==> src/rtl/conv1d_engine.sv <==
// Sequencer and MAC datapath for 1-D valid-mode convolution between an input
// memory with registered 1-cycle reads and an output memory; K-tap kernel held in registers.
module conv1d_engine #(
    parameter int WIDTH   = 16,
    parameter int SIZE    = 64,
    parameter int LOGSIZE = 6,
    parameter int K       = 4,
    parameter int LOGK    = 2,
    parameter int FRAC    = 0
) (
    input  logic                      clk,
    input  logic                      reset,
    input  logic                      start,
    input  logic        [LOGSIZE:0]   n_in,
    input  logic                      coef_wr,
    input  logic        [LOGK-1:0]    coef_addr,
    input  logic signed [WIDTH-1:0]   coef_in,
    output logic        [LOGSIZE-1:0] x_addr,
    input  logic signed [WIDTH-1:0]   x_data,
    output logic        [LOGSIZE-1:0] y_addr,
    output logic signed [WIDTH-1:0]   y_data,
    output logic                      y_wr_en,
    output logic                      busy,
    output logic                      done,
    output logic                      ovf,
    output logic                      len_err
);

    localparam int PW = 2 * WIDTH;
    localparam int AW = 2 * WIDTH + 3;
    localparam logic [LOGSIZE:0] K_N    = (LOGSIZE + 1)'(K);
    localparam logic [LOGSIZE:0] SIZE_N = (LOGSIZE + 1)'(SIZE);
    localparam logic [LOGK-1:0]  T_LAST = LOGK'(K - 1);

    typedef enum logic [2:0] {
        S_IDLE,
        S_READ,
        S_DRAIN,
        S_WRITE,
        S_DONE
    } state_t;

    state_t                    state;
    logic        [LOGK-1:0]    t;
    logic        [LOGSIZE-1:0] n;
    logic        [LOGSIZE-1:0] n_last;
    logic signed [WIDTH-1:0]   coef [K];
    logic signed [AW-1:0]      acc;

    logic        [LOGK-1:0]    tap;
    logic signed [PW-1:0]      prod;
    logic signed [AW-1:0]      acc_next;
    logic signed [AW-1:0]      shifted;
    logic                      sat_hi;
    logic                      sat_lo;
    logic signed [WIDTH-1:0]   sat_val;
    logic                      len_ok;

    // The sample on x_data belongs to the address issued one cycle earlier, so
    // READ step t pairs it with coef[t-1] and DRAIN with the last tap.
    always_comb begin
        tap      = (state == S_DRAIN) ? T_LAST : t - 1'b1;
        prod     = x_data * coef[tap];
        acc_next = acc + AW'(prod);
        shifted  = acc_next >>> FRAC;
        // Result fits when every bit above the result sign bit matches the sign.
        sat_hi   = !shifted[AW-1] && (shifted[AW-2:WIDTH-1] != '0);
        sat_lo   =  shifted[AW-1] && (~shifted[AW-2:WIDTH-1] != '0);
        if (sat_hi)
            sat_val = {1'b0, {(WIDTH-1){1'b1}}};
        else if (sat_lo)
            sat_val = {1'b1, {(WIDTH-1){1'b0}}};
        else
            sat_val = shifted[WIDTH-1:0];
        len_ok   = (n_in >= K_N) && (n_in <= SIZE_N);
    end

    always_ff @(posedge clk) begin
        if (reset) begin
            state   <= S_IDLE;
            t       <= '0;
            n       <= '0;
            n_last  <= '0;
            acc     <= '0;
            // NOTE: the kernel is a small register file, not a RAM macro, so it
            // is cleared on reset like any other state.
            for (int i = 0; i < K; i++)
                coef[i] <= '0;
            x_addr  <= '0;
            y_addr  <= '0;
            y_data  <= '0;
            y_wr_en <= 1'b0;
            busy    <= 1'b0;
            done    <= 1'b0;
            ovf     <= 1'b0;
            len_err <= 1'b0;
        end else begin
            // NOTE: pulse outputs default low here and are raised only by the
            // state that owns them, which keeps each pulse exactly one cycle.
            y_wr_en <= 1'b0;
            done    <= 1'b0;
            case (state)
                S_IDLE: begin
                    if (coef_wr && (32'(coef_addr) < K))
                        coef[coef_addr] <= coef_in;
                    if (start) begin
                        ovf <= 1'b0;
                        if (len_ok) begin
                            len_err <= 1'b0;
                            busy    <= 1'b1;
                            n       <= '0;
                            n_last  <= LOGSIZE'(n_in - K_N);
                            t       <= '0;
                            x_addr  <= '0;
                            acc     <= '0;
                            state   <= S_READ;
                        end else begin
                            len_err <= 1'b1;
                            done    <= 1'b1;
                            state   <= S_DONE;
                        end
                    end
                end
                S_READ: begin
                    if (t != '0)
                        acc <= acc_next;
                    if (t == T_LAST) begin
                        x_addr <= '0;
                        state  <= S_DRAIN;
                    end else begin
                        t      <= t + 1'b1;
                        x_addr <= x_addr + 1'b1;
                    end
                end
                S_DRAIN: begin
                    acc     <= acc_next;
                    y_wr_en <= 1'b1;
                    y_addr  <= n;
                    y_data  <= sat_val;
                    if (sat_hi || sat_lo)
                        ovf <= 1'b1;
                    state   <= S_WRITE;
                end
                S_WRITE: begin
                    acc <= '0;
                    if (n == n_last) begin
                        busy  <= 1'b0;
                        done  <= 1'b1;
                        state <= S_DONE;
                    end else begin
                        n      <= n + 1'b1;
                        t      <= '0;
                        x_addr <= n + 1'b1;
                        state  <= S_READ;
                    end
                end
                S_DONE:  state <= S_IDLE;
                default: state <= S_IDLE;
            endcase
        end
    end

endmodule
==> config.mk <==
export PLATFORM = sky130hd
export DESIGN_NAME = conv1d_engine
export DESIGN_NICKNAME = d
export VERILOG_FILES = /design/src/rtl/conv1d_engine.sv
export SDC_FILE = /design/constraint.sdc
export NUM_CORES = 1
export LEC_CHECK = 0
export CORE_UTILIZATION = 55
export DETAILED_ROUTE_END_ITERATION = 6
export GPL_TIMING_DRIVEN = 0
export HOLD_SLACK_MARGIN = 0.08
export PLACE_DENSITY = 0.84
export SLEW_MARGIN = 0
export SYNTH_ARGS = -nofsm -noshare
export SYNTH_HDL_FRONTEND = slang
export SYNTH_SLANG_ARGS = --single-unit
==> constraint.sdc <==
create_clock -name clk -period 10.6 [get_ports clk]
set_input_delay 3.18 -clock clk [delete_from_list [all_inputs] [get_ports clk]]
set_output_delay 3.18 -clock clk [all_outputs]
set_load 0.05 [all_outputs]
### Word-level counts from Yosys, hierarchy flattened

Memory sizes are Yosys's and may differ from the RTL's.
Index checks and enable logic that the tools add are counted.

* memories kept: 1
* bits of input ports: 45
* register bits after elaboration: 85
* bits in latches: 0
* bits in read-only memories: 0
* output and inout port bits: 33
* bits in writable memories: 64
* logic and storage cells: 104

Memory list
* coef: depth 4, bits a word 16, read ports 1, clocked after Yosys merged registers in 0, write ports 4, line 47 `logic signed [WIDTH-1:0] coef [K];`

* add/sub/neg operators: 6
* multiply operators: 1
* eq/ne operators: 13
* shift-type cells: 0
* mux-type cells: 44
* order comparisons: 2
* reductions and logical operators: 23
* div/mod/pow operators: 0
* bitwise logic cells: 1

Operators with widths (number)
* 35-bit case mux with 4 select lines: 1
* 35-bit two-way mux: 3
* 16-bit two-way mux: 3
* 19-bit nonzero test: 2
* 35-bit by 32-bit adder with 35-bit output: 1
* 16-bit by 16-bit multiplier with 32-bit output: 1
* 6-bit two-way mux: 4
* 19-bit NOT: 1
* 6-bit case mux with 3 select lines: 1
* 1-bit two-way mux: 16
* 4-bit AND reduction: 4
* 16-bit OR reduction: 1
* 2-bit inequality test, second input constant: 7
* 6-bit by 1-bit adder with 6-bit output, second input constant: 2
* 2-bit two-way mux: 6
* 3-bit two-way mux: 4
* 3-bit case mux with 4 select lines: 1
* 6-bit case mux with 2 select lines: 1
* 7-bit by 3-bit >= comparator with 1-bit output, second input constant: 1
* 7-bit <= comparator, second input constant: 1
* 3-bit by 2-bit == test with 1-bit output, second input constant: 2
* 6-bit == test: 1
* 1-bit case mux with 2 select lines: 3
* 2-bit case mux with 3 select lines: 1
* other kinds (16): 22

### Logic depth before layout (Yosys ltp)

Gate-level depths: netlist (run 1).
An unclocked memory read counts as a cell.

* depth after elaboration: 11
* mapped depth: 38
* mapped depth without buffers: 32

### Worst setup path after synthesis (run 1)

No wires, ideal clock.

* path type: input -> register
* from: in x_data[15]
* to: reg y_data[12]
* library setup time: 0.074 ns
* data arrival time: 9.652 ns
* slack: 0.874 ns
* stages on the path: 25
* data required time: 10.526 ns
* buffers on the path: 4
* cell sequence: clkbuf_1 > nand2_1 > inv_1 > fa_1 > fa_1 > fa_1 > fa_1 > fa_1 > inv_1 > fa_1 > inv_1 > ha_1 > buf_2 > and2_1 > and3_1 > o2111a_1 > a2bb2oi_1 > a221oi_1 > xnor2_1 > and4bb_1 > and4_1 > buf_6 > or2_4 > buf_12 > a31oi_2

* word-level cells in the longest chain between the ends: 7
* elaborated cells between the ends (all ways): 10
* classes of those cells: add/sub: 1; mul: 1; mux: 2; bitwise: 1; reduce/logical: 5

Ends and longest elaborated chain
* from (decl): line 19 `input logic signed [WIDTH-1:0] x_data,`
* 16-bit by 16-bit multiplier with 32-bit output (*): line 63 `prod = x_data * coef[tap];`
* 35-bit by 32-bit adder with 35-bit output (*): line 64 `acc_next = acc + AW'(prod);`
* 19-bit NOT: line 68 `sat_lo = shifted[AW-1] && (~shifted[AW-2:WIDTH-1] != '0);`
* 19-bit nonzero test: line 68
* 1-bit logical AND: line 68
* 16-bit two-way mux: line 71 `else if (sat_lo)`
* 16-bit two-way mux (*): line 69 `if (sat_hi)`
* to (signal assigned): line 139 `y_data <= sat_val;`
* to (decl): line 21 `output logic signed [WIDTH-1:0] y_data,`

Every way passes the cells marked *; elsewhere a longest branch is shown, timed or not.
A chain may end at the register's enable or synchronous reset.

### Worst setup path after layout (run 1)

* from: in x_data[5]
* to: reg y_data[6]

Same word-level chain as after synthesis.

==> out/results.env, run 1 <==
SYNTH.MUX.AREA_FRACTION_PCT=0.323
REG2REG_SLACK_NS=0.38
FIRST_PASS_ITERS=6
CORE.ROWCOUNT=66
YOSYSWARNINGCOUNT=0
GLOBAL_ROUTE.USAGE.TOTAL_PCT=30.0
PORT_BUFFERS=76
DIE-WIDTH_UM=186
CTS_TREE='yes'
SYNTHESIS.INSTANCES=1980
AREA_GROWTH_SYN_TO_LAYOUT_PCT=11.6
ANTENNADIODECOUNT=0
PATH_DELAY_FAMILY='adder cells'
CRIT_PATH_MAX_FANOUT=10
CAP_VIOLATIONS=0
HPWL_MM=39.5
POST_DRT_VIA_CELL_RATIO=5.69
AREA_AFTER_DPL_SQ_MM=0.0199
CRITPATHBUFINV=10
PERIOD_SHARE_PCT=98.1
CRIT_PATH_START_KIND='input port'
SYNTH_XOR_XNOR_AREA_SHARE_PCT=2.25
SYNTH_COMPOUND_AREA_SHARE_PCT=11.1
SYNTH-SIMPLE-AREA-SHARE_PCT=16.7
CLOCK_SINKS=149
WORST_R2R_END='y_data[6]$_SDFFE_PP0N_'
DIE_HEIGHT_UM=186
SYNTH_ADDER_AREA_SHARE_PCT=40.8
MET2_LENGTH_MM=23.2
YS_DOMINANT_REG_CELL='sky130_fd_sc_hd__dfxtp_1'
NNETSFINAL=2543
GRT_MAX_DEGREE=19
TIMING.FINAL.CRIT_PERIOD_NS=10.40
CLOCKROOTBUFFER='sky130_fd_sc_hd__clkbuf_16'
PATH_CLASS='input port to flip-flop'
TOP_ROUTING_LAYER_IN_USE='met4'
FMAX_GHz=0.0962
NUMBER_OF_ENABLE_TYPE_REGISTER_CELLS_IN_THE_SYNTHESIZED_NETLIST=64
INST_COUNT_DP=2498
HOLDPATHEND='len_err$_SDFFE_PP0P_'
YS_SEQ_AREA_SHARE_PCT=19.5
HOLDCRITPATHCLASS='flip-flop to flip-flop'
FINAL_CELL_COUNT_NO_FILL=2532
CTS_MADE_BUFFERS=17
ASYNC_FLOP_SHARE_PCT=0
MAXSLEWVIOLCOUNT=0
STDCELL_AREA_SQ_MM=0.0208
SYNTH-SEQ-CELLS=149
START_POINT_OF_THE_WORST_HOLD_PATH='len_err$_SDFFE_PP0P_'
DETAIL_ROUTE.ITER0.VIOLATIONS=1391
TOP_LEVEL_PORTS=78
MOSTFREQUENTLAYOUTCELLS='sky130_fd_sc_hd__inv_1, sky130_fd_sc_hd__fa_1, sky130_fd_sc_hd__nand2_1'
TOTALWIRELENGTH_MM=48.3
FINAL_COMMON_CELL='sky130_fd_sc_hd__inv_1'
ROUTEDWLPERCELL_UM=19.1
FINAL_CORE_DENSITY_PCT=63.0
SYNTH_TOP_FAMILY_BY_AREA='adder cells'
TIMING.CLOCK.SKEW_NS=0.0140
CTS-HTREE-LEVELS=4
MIN_DELAY_PATH_DEPTH=2
DRCVIOLATIONCOUNT=0
PLACE_CONGESTION=0.948
ARRIVAL_TIME_AT_THE_WORST_ENDPOINT_NS=10.76
STATUS='finished clean'
POST_CTS_HOLD_BUFFER_COUNT=0
NETLIST_AREA_SQ_MM=0.0186
VIA_COUNT_OF_THE_FIRST_GLOBAL_ROUTING_PASS=15100
CLOCK_TRANSITION_AT_PATH_REGS_NS=0.08
REPORT.FINAL.HOLD_VIOL_COUNT=0
MET3_LENGTH_MM=3.36
CLOCK_PATH_BUFFERS=2
REGTOREGSTARTPOINT='t[0]$_SDFFE_PP0P_'
FLOORPLAN.INITIALDENSITY_PCT=56.5
NUM_VIAS=14400
SYN_AREA_PER_CELL_SQ_UM=9.40
CLKLATENCYLATEPIN_NS=0.44
GLOBALROUTEOVERFLOWTOTAL=0
SETUP.WORST_PATH.END_CLASS='flip-flop'
MET1_LENGTH_MM=20.3
GRT_ANTENNA_BEFORE_REPAIR=0
SETUP_VIOL=0
WORST_PATH_MAX_DELAY_CELL='sky130_fd_sc_hd__clkdlybuf4s50_1'
MAX_SLEW.WORST_PIN.SLEW_NS=1.05
GRT_PASS1_WL_MM=79.2
CORE-AREA_SQ_MM=0.0329
NETLIST-CELL-TYPE-COUNT=94
CPPEAKSTAGEDELAY_NS=0.61
LAYOUT-DRIVE-GT1-SHARE_PCT=7.37
DESIGN.DIE.AREA_SQ_MM=0.0346
MAX-SLEW-MARGIN-REL_PCT=30.0
ANTENNA_VIOLATING_NETS_POST_ROUTE=0
SYN_NETS=2446
WORSTREGTOREGCELLS=34
MOST_COMMON_CELL_ON_CRIT_PATH='sky130_fd_sc_hd__fa_1'
CP.REQUIRED_NS=10.96
[timing repair]
action / 4_1_cts / 5_1_grt
setup buffers: 3 / 1
gates resized for setup: 37 / 53
setup endpoints to repair: 19 / 17
pin swaps: 2 / 2
hold endpoints to repair: 0 / 0
[worst reg2reg max path: cells and delay by family (launching register included)]
kind	cells	cell delay (ns)
DFF	1	0.53
buffers and inverters	10	2.25
adders and majority gates	8	3.77
and+or+nand+nor	7	1.41
muxes	1	0.13
AOI/OAI and AO/OA	8	2.06
[sequential cells by signal (all words and copies together), names as in the netlist, 2 cells and up]
name    count
acc        35
coef       64
n           6
n_last      6
state       3
t           2
x_addr      6
y_addr      6
y_data     16
[kinds of logic (layout without fill, tap and decap cells)]
| group | Yosys count | in the layout |
|---|---|---|
| simple gates | 618 | 618 |
| mux | 6 | 6 |
| flops | 149 | 149 |
| xor+xnor | 46 | 46 |
| compound gates | 290 | 290 |
| fa+ha+maj | 421 | 421 |
| buf+inv | 450 | 560 |
[per-stage QoR]
stage	TNS, ns	worst slack, ns	hold WS [ns]
final	0	0.205	0.463
after global placement	-15.64	-1.05	0.449
after floorplan	0	0.874	0.436
after global routing	-0.0226	-0.0189	0.484
after CTS	0	0.00962	0.462
after detailed placement	-19.18	-1.27	0.450
[cells in the mapped netlist, types with 6 or more instances]
library cell,count,share of area [%]
sky130_fd_sc_hd__a22oi_1,32,1.3
sky130_fd_sc_hd__inv_1,353,7.1
sky130_fd_sc_hd__a21o_1,11,0.44
sky130_fd_sc_hd__o22ai_1,8,0.27
sky130_fd_sc_hd__a31oi_1,6,0.20
sky130_fd_sc_hd__xnor2_1,31,1.5
sky130_fd_sc_hd__mux2i_1,6,0.32
sky130_fd_sc_hd__a32o_1,6,0.32
sky130_fd_sc_hd__edfxtp_1,64,10
sky130_fd_sc_hd__or2_2,8,0.27
sky130_fd_sc_hd__dfxtp_1,85,9.1
sky130_fd_sc_hd__nor3_1,12,0.32
sky130_fd_sc_hd__nor4_1,6,0.20
sky130_fd_sc_hd__o21bai_1,13,0.52
sky130_fd_sc_hd__fa_1,310,33
sky130_fd_sc_hd__ha_1,111,7.5
sky130_fd_sc_hd__o21ai_1,8,0.22
sky130_fd_sc_hd__and2_1,185,6.2
sky130_fd_sc_hd__buf_2,10,0.27
sky130_fd_sc_hd__nand4_1,7,0.24
sky130_fd_sc_hd__xor2_1,13,0.61
sky130_fd_sc_hd__o21ai_0,59,1.6
sky130_fd_sc_hd__nand2_1,217,4.4
sky130_fd_sc_hd__and3_1,11,0.37
sky130_fd_sc_hd__a31oi_2,10,0.67
sky130_fd_sc_hd__nor2_1,96,1.9
sky130_fd_sc_hd__or3_1,6,0.20
sky130_fd_sc_hd__a21oi_1,75,2.0
sky130_fd_sc_hd__a211oi_1,6,0.24
sky130_fd_sc_hd__nand3_1,40,1.1
sky130_fd_sc_hd__clkbuf_1,76,1.5
[routing by layer]
layer / vias up / track usage [%]
met3: 97 / 4.52
met5: - / 0
met1: 7161 / 40.6
met4: 0 / 10.7
li1: 6490 / -
met2: 648 / 49.0
[final cells by class]
| class | count | area (sq um) |
|---|---|---|
| Tap cell | 442 | 553 |
| Timing Repair Buffer | 80 | 802 |
| Inverter | 355 | 1340 |
| Clock inverter | 15 | 176 |
| Clock buffer | 17 | 425 |
| Buffer | 93 | 462 |
| Fill cell | 2534 | 12200 |
| Multi-Input combinational cell | 1381 | 13400 |
| Sequential cell | 149 | 3620 |
[worst max-delay path by stage]
stage | from | end | slack, ns | cells after the start
final | x_data[5] | y_data[6]$_SDFFE_PP0N_ | 0.20 | 28
after global routing | t[0]$_SDFFE_PP0P_ | y_data[10]$_SDFFE_PP0N_ | -0.02 | 35
after CTS | x_data[8] | y_data[7]$_SDFFE_PP0N_ | 0.01 | 26
after detailed placement | x_data[15] | y_data[11]$_SDFFE_PP0N_ | -1.27 | 24
after global placement | x_data[15] | y_data[8]$_SDFFE_PP0N_ | -1.05 | 24
after floorplan | x_data[15] | y_data[12]$_SDFFE_PP0N_ | 0.87 | 25
Power of run 1 is not shown: default switching activity piles up to over one toggle a cycle in this logic, so the estimate is an artifact.
==> inputs of run 2 (changes only) <==
--- a/config.mk
+++ b/config.mk
@@ -14,3 +14,4 @@
 export SYNTH_ARGS = -nofsm -noshare
 export SYNTH_HDL_FRONTEND = slang
 export SYNTH_SLANG_ARGS = --single-unit
+export TNS_END_PERCENT = 1
==> results of run 2 <==
Same layout as run 1: the final DEF is identical, and so are final timing and power.
Power of run 2 is left out for the same reason.
